$ cat config.mk
export PLATFORM = sky130hd
export DESIGN_NAME = branch_predict_unit
export DESIGN_NICKNAME = d
export VERILOG_FILES = /design/src/rtl/branch_predict_unit_pkg.sv /design/src/rtl/branch_compare.sv /design/src/rtl/branch_predict_unit.sv
export SDC_FILE = /design/constraint.sdc
export NUM_CORES = 1
export LEC_CHECK = 0
export CAP_MARGIN = 20
export CORE_MARGIN = 2
export CORE_UTILIZATION = 45
export CTS_CLUSTER_DIAMETER = 40
export CTS_CLUSTER_SIZE = 28
export DETAILED_ROUTE_END_ITERATION = 12
export PLACE_DENSITY_LB_ADDON = 0.12
export SETUP_SLACK_MARGIN = 0.02
export SLEW_MARGIN = 10
export SYNTH_ARGS = -nofsm -noshare
export SYNTH_HDL_FRONTEND = slang
export SYNTH_SLANG_ARGS = --single-unit
$ cat constraint.sdc
create_clock -name clk -period 4 [get_ports clk]
set_input_delay 0.6 -clock clk [delete_from_list [all_inputs] [get_ports clk]]
set_output_delay 0.6 -clock clk [all_outputs]
set_load 0.005 [all_outputs]
$ cat src/rtl/branch_predict_unit_pkg.sv
// Shared definitions for the branch predict unit: compare-op encodings,
// 2-bit counter states and the saturating counter step.
package branch_predict_unit_pkg;

  typedef enum logic [2:0] {
    BR_EQ  = 3'b000,
    BR_NE  = 3'b001,
    BR_LT  = 3'b010,
    BR_LTU = 3'b011,
    BR_GE  = 3'b100,
    BR_GEU = 3'b101
  } br_op_e;

  localparam logic [1:0] CTR_SNT = 2'b00;
  localparam logic [1:0] CTR_WNT = 2'b01;
  localparam logic [1:0] CTR_WT  = 2'b10;
  localparam logic [1:0] CTR_ST  = 2'b11;

  // One training step of a 2-bit saturating counter.
  function automatic logic [1:0] ctr_update(input logic [1:0] ctr, input logic taken);
    logic [1:0] nxt;
    nxt = ctr;
    if (taken) begin
      if (ctr != CTR_ST) nxt = ctr + 2'd1;
    end else begin
      if (ctr != CTR_SNT) nxt = ctr - 2'd1;
    end
    return nxt;
  endfunction

endpackage

$ cat src/rtl/branch_compare.sv
// Combinational branch condition evaluator; unused op codes never take.
module branch_compare
  import branch_predict_unit_pkg::*;
#(
  parameter int unsigned XLEN = 32
) (
  input  logic [XLEN-1:0] data_a,
  input  logic [XLEN-1:0] data_b,
  input  logic [2:0]      op,
  output logic            cmp
);

  always_comb begin
    cmp = 1'b0;
    case (op)
      BR_EQ:   cmp = (data_a == data_b);
      BR_NE:   cmp = (data_a != data_b);
      BR_LT:   cmp = ($signed(data_a) <  $signed(data_b));
      BR_LTU:  cmp = (data_a <  data_b);
      BR_GE:   cmp = ($signed(data_a) >= $signed(data_b));
      BR_GEU:  cmp = (data_a >= data_b);
      default: cmp = 1'b0;
    endcase
  end

endmodule

$ cat src/rtl/branch_predict_unit.sv
// EX-stage branch resolution with a one-cycle registered result, a
// direct-mapped 2-bit counter BHT for IF lookup, and saturating statistics.
module branch_predict_unit
  import branch_predict_unit_pkg::*;
#(
  parameter int unsigned XLEN        = 32,
  parameter int unsigned PC_W        = 32,
  parameter int unsigned BHT_ENTRIES = 16,
  parameter int unsigned STAT_W      = 16
) (
  input  logic              clk,
  input  logic              rst_n,
  input  logic [PC_W-1:0]   if_pc,
  output logic              if_pred_taken,
  input  logic              ex_valid,
  input  logic [PC_W-1:0]   ex_pc,
  input  logic              ex_pred_taken,
  input  logic [XLEN-1:0]   dataS1,
  input  logic [XLEN-1:0]   dataS2,
  input  logic [3:0]        branchop,
  input  logic              flush,
  output logic              res_valid,
  output logic              res_taken,
  output logic              res_mispredict,
  output logic [STAT_W-1:0] stat_branches,
  output logic [STAT_W-1:0] stat_mispredicts
);

  localparam int unsigned IDX_W = $clog2(BHT_ENTRIES);

  logic [IDX_W-1:0]  if_idx;
  logic [IDX_W-1:0]  ex_idx;
  logic              cmp;
  logic              resolve;
  logic              mispredict;
  logic              pc_unused;

  logic [1:0]        bht_q [BHT_ENTRIES];
  logic [1:0]        bht_d [BHT_ENTRIES];
  logic              res_valid_q, res_valid_d;
  logic              res_taken_q, res_taken_d;
  logic              res_mispredict_q, res_mispredict_d;
  logic [STAT_W-1:0] stat_branches_q, stat_branches_d;
  logic [STAT_W-1:0] stat_mispredicts_q, stat_mispredicts_d;

  branch_compare #(.XLEN(XLEN)) u_cmp (
    .data_a (dataS1),
    .data_b (dataS2),
    .op     (branchop[2:0]),
    .cmp    (cmp)
  );

  assign if_idx    = if_pc[IDX_W+1:2];
  assign ex_idx    = ex_pc[IDX_W+1:2];
  // Byte-offset and upper PC bits do not participate in indexing.
  assign pc_unused = ^{if_pc, ex_pc};

  assign if_pred_taken = bht_q[if_idx][1];

  assign resolve    = ex_valid & branchop[3] & ~flush;
  assign mispredict = cmp != ex_pred_taken;

  always_comb begin
    bht_d              = bht_q;
    res_valid_d        = resolve;
    res_taken_d        = resolve & cmp;
    res_mispredict_d   = resolve & mispredict;
    stat_branches_d    = stat_branches_q;
    stat_mispredicts_d = stat_mispredicts_q;
    if (resolve) begin
      bht_d[ex_idx] = ctr_update(bht_q[ex_idx], cmp);
      if (stat_branches_q != {STAT_W{1'b1}})
        stat_branches_d = stat_branches_q + STAT_W'(1);
      if (mispredict && (stat_mispredicts_q != {STAT_W{1'b1}}))
        stat_mispredicts_d = stat_mispredicts_q + STAT_W'(1);
    end
  end

  always_ff @(posedge clk or negedge rst_n) begin
    if (!rst_n) begin
      for (int i = 0; i < int'(BHT_ENTRIES); i++) bht_q[i] <= CTR_WNT;
      res_valid_q        <= 1'b0;
      res_taken_q        <= 1'b0;
      res_mispredict_q   <= 1'b0;
      stat_branches_q    <= '0;
      stat_mispredicts_q <= '0;
    end else begin
      bht_q              <= bht_d;
      res_valid_q        <= res_valid_d;
      res_taken_q        <= res_taken_d;
      res_mispredict_q   <= res_mispredict_d;
      stat_branches_q    <= stat_branches_d;
      stat_mispredicts_q <= stat_mispredicts_d;
    end
  end

  assign res_valid        = res_valid_q;
  assign res_taken        = res_taken_q;
  assign res_mispredict   = res_mispredict_q;
  assign stat_branches    = stat_branches_q;
  assign stat_mispredicts = stat_mispredicts_q;

endmodule

==> impl_metrics.json <==
{
  "path_buf_inv": 3,
  "clkLatencyLatePin_ns": 0.35,
  "cts_setup_buffers": 0,
  "power.density_mw_per_mm2": 324.8,
  "ys_types": 50,
  "drive_above_1_share_pct": 18.93,
  "p_total_w": 0.001868,
  "synthArstFlopShare_pct": 100.0,
  "syn-cell-area_sq_mm": 0.004263,
  "irDropWorstVdd_v": 0.0002404,
  "slew_headroom_pct": 51.47,
  "p_leak_nw": 2.627,
  "period_share_pct": 89.37,
  "status": "completed",
  "cts_sinks": 67,
  "initial_utilization_pct": 46.35,
  "switching_share_pct": 28.90,
  "path_cells": "clkdlybuf4s50_1, inv_1, ha_1, a21oi_1, o21bai_1, a2111oi_0, o22ai_1, o21ai_1, nand3_2, xor2_2, buf_12, nor3_1, mux2_1",
  "overflow": 0,
  "power.internal_w": 0.001328,
  "drtPass1Iterations": 4,
  "start_kind": "input pin",
  "vias": 3448,
  "reg2regPathDepth": 8,
  "min_period_ns": 3.575,
  "layout_common_cells": "clkdlybuf4s50_1, dfrtp_1, inv_1, ha_1, mux2_2",
  "fp.coreArea_sq_mm": 0.009196,
  "power_frac_comb_pct": 24.2,
  "antenna_found_initial": 0,
  "vias_per_cell": 5.438,
  "fmax_mhz": 279.7,
  "crit_arrival_ns": 3.81,
  "cts_made_buffers": 9,
  "wirelength_um": 9858,
  "holdBufCountCts": 0,
  "post_cts_resized": 0,
  "die_h_um": 101.3,
  "synth.avg_cell_area_sq_um": 10.74,
  "reg2reg_to": "stat_mispredicts[1]$_DFFE_PN0P_",
  "m1WireLength_um": 4304,
  "ant_nets": 0,
  "p_clk_share_pct": 30.8,
  "slew_viol_final": 0,
  "path_class": "in -> reg",
  "clockBufferDepth": 2,
  "r2r_start": "stat_mispredicts[0]$_DFFE_PN0P_",
  "crit_start": "dataS2[3]",
  "grt_max_degree": 54,
  "synth_cells": 397,
  "avgRoutedWirePerCell_um": 15.55,
  "rsz0062_at_grt": "no",
  "fin_ws_ns": 0.4253,
  "fin_area_sq_mm": 0.005752,
  "critPathSlowestCell": "a2111oi_0",
  "cts-htree-levels": 3,
  "clk_pin_slew_worst_paths_ns": 0.09,
  "met3_length_um": 397,
  "max_stage_delay_ns": 0.63,
  "synth_ff_type": "dfrtp_1",
  "io_pins": 173,
  "synth_edf_count": 0,
  "final_common_cell": "clkdlybuf4s50_1",
  "post-place-ws_ns": 0.1084,
  "placed_cell_area_sq_mm": 0.005552,
  "worst-path-max-fanout": 16,
  "drv_cap": 0,
  "grt_use_total_pct": 20.57,
  "grt_pass1_vias": 3604,
  "critical_path.endpoint_type": "flip-flop",
  "nets": 689,
  "met2_length_um": 5035,
  "die_w_um": 101.3,
  "area_delta_synth_final_pct": 34.93,
  "drt_iter0_markers": 125,
  "clock_skew_ns": 0.01842,
  "cp.required_ns": 4.23,
  "fin_util_pct": 62.54,
  "hold_viol": 0,
  "seq_power_share_pct": 45.0,
  "n_antenna_cell": 0,
  "critPathTopFamily": "compound AO/OA/AOI/OAI gates",
  "p_switching_w": 0.0005398,
  "r2r_slack_ns": 1.52,
  "synth_seq_area_share_pct": 39.80,
  "tns_ns": 0,
  "die_area_sq_mm": 0.01027,
  "port_buffers": 116,
  "ys.warnings.count": 0,
  "synth_seq_cells": 67,
  "hpwl_um": 7521,
  "rows": 35,
  "topRoutingLayerUsed": "met4",
  "cts_tree": "built",
  "worstSetupPathDepth": 13,
  "place_congestion": 0.7768,
  "drc_errors": 0,
  "setup_viol": 0,
  "tightest_slew_ns": 0.7257,
  "cts_root_buf": "clkbuf_8",
  "hold_class": "in -> async",
  "syn-num-nets": 568,
  "grt_pass1_wl_um": 16610
}
[power groups by stage]
stage / Combinational (W) / Sequential [W] / Clock, W
detailed placement: 0.000456 / 0.000850 / 0
global route: 0.000505 / 0.000855 / 0.000620
global placement: 0.000445 / 0.000847 / 0
finish: 0.000452 / 0.000840 / 0.000576
floorplan: 0.000214 / 0.000838 / 0
CTS: 0.000458 / 0.000839 / 0.000588
[through the flow]
stage / cells / hold WS (ns)
after global placement: 618 / 0.4798
final: 634 / 0.1356
after global routing: 634 / 0.1523
after CTS: 634 / 0.1351
after floorplan: 397 / 0.3044
after detailed placement: 618 / 0.4829
[layer usage]
layer / up-vias / global-route usage [%]
li1: 1670 / -
met1: 1696 / 26.61
met2: 73 / 35.00
met3: 9 / 4.003
met4: 0 / 6.445
met5: - / 0
[worst max-delay path by stage]
stage / to / slack, ns
6_report: stat_mispredicts[12]$_DFFE_PN0P_ / 0.43
2_1_floorplan: stat_mispredicts[1]$_DFFE_PN0P_ / 1.04
3_5_place_dp: stat_mispredicts[12]$_DFFE_PN0P_ / 0.11
3_3_place_gp: stat_mispredicts[1]$_DFFE_PN0P_ / 0.20
4_1_cts: stat_mispredicts[12]$_DFFE_PN0P_ / 0.48
5_1_grt: stat_mispredicts[12]$_DFFE_PN0P_ / 0.23
[sequential cells by signal, summed over array words and instances (netlist names)]
name and cells:
stat_branches 16, stat_mispredicts 16, res_mispredict 1, res_valid 1
bht_q 32, res_taken 1
[synthesized netlist by cell type (all sizes together) (3+ instances only)]
| master | n | area share [%] |
|---|---|---|
| xor2 | 17 | 3.7 |
| dfstp | 16 | 9.9 |
| nand2b | 3 | 0.44 |
| mux4 | 15 | 7.9 |
| nor3 | 11 | 1.8 |
| ha | 34 | 10 |
| buf | 5 | 0.70 |
| nand3 | 22 | 2.7 |
| o21ai | 5 | 0.59 |
| nor2 | 23 | 2.0 |
| nand4 | 17 | 2.6 |
| mux2 | 35 | 9.2 |
| dfrtp | 51 | 30 |
| and3 | 8 | 1.2 |
| nand2 | 30 | 2.6 |
| inv | 41 | 3.6 |
| xnor2 | 12 | 2.5 |
| clkbuf | 5 | 0.44 |
| a221oi | 3 | 0.76 |
| nor4 | 10 | 2.0 |
| a21oi | 11 | 1.3 |
[final cells by class]
class,instances,area (sq um)
Clock buffer,9,123.9
Fill cell,800,3445
Timing Repair Buffer,120,1199
Clock inverter,7,76.32
Tap cell,111,138.9
Multi-Input combinational cell,278,2360
Sequential cell,67,1697
Inverter,42,157.7
[kinds of logic after synthesis]
group / count (synthesis) / synth area share, %
DFF: 67 / 39.80
adders and majority gates: 36 / 10.51
and+or+nand+nor: 132 / 16.64
buffers and inverters: 52 / 4.843
muxes: 50 / 17.17
AOI/OAI and AO/OA: 31 / 4.902
xor gates and xnor gates: 29 / 6.134
(Power assumes the default switching activity.)
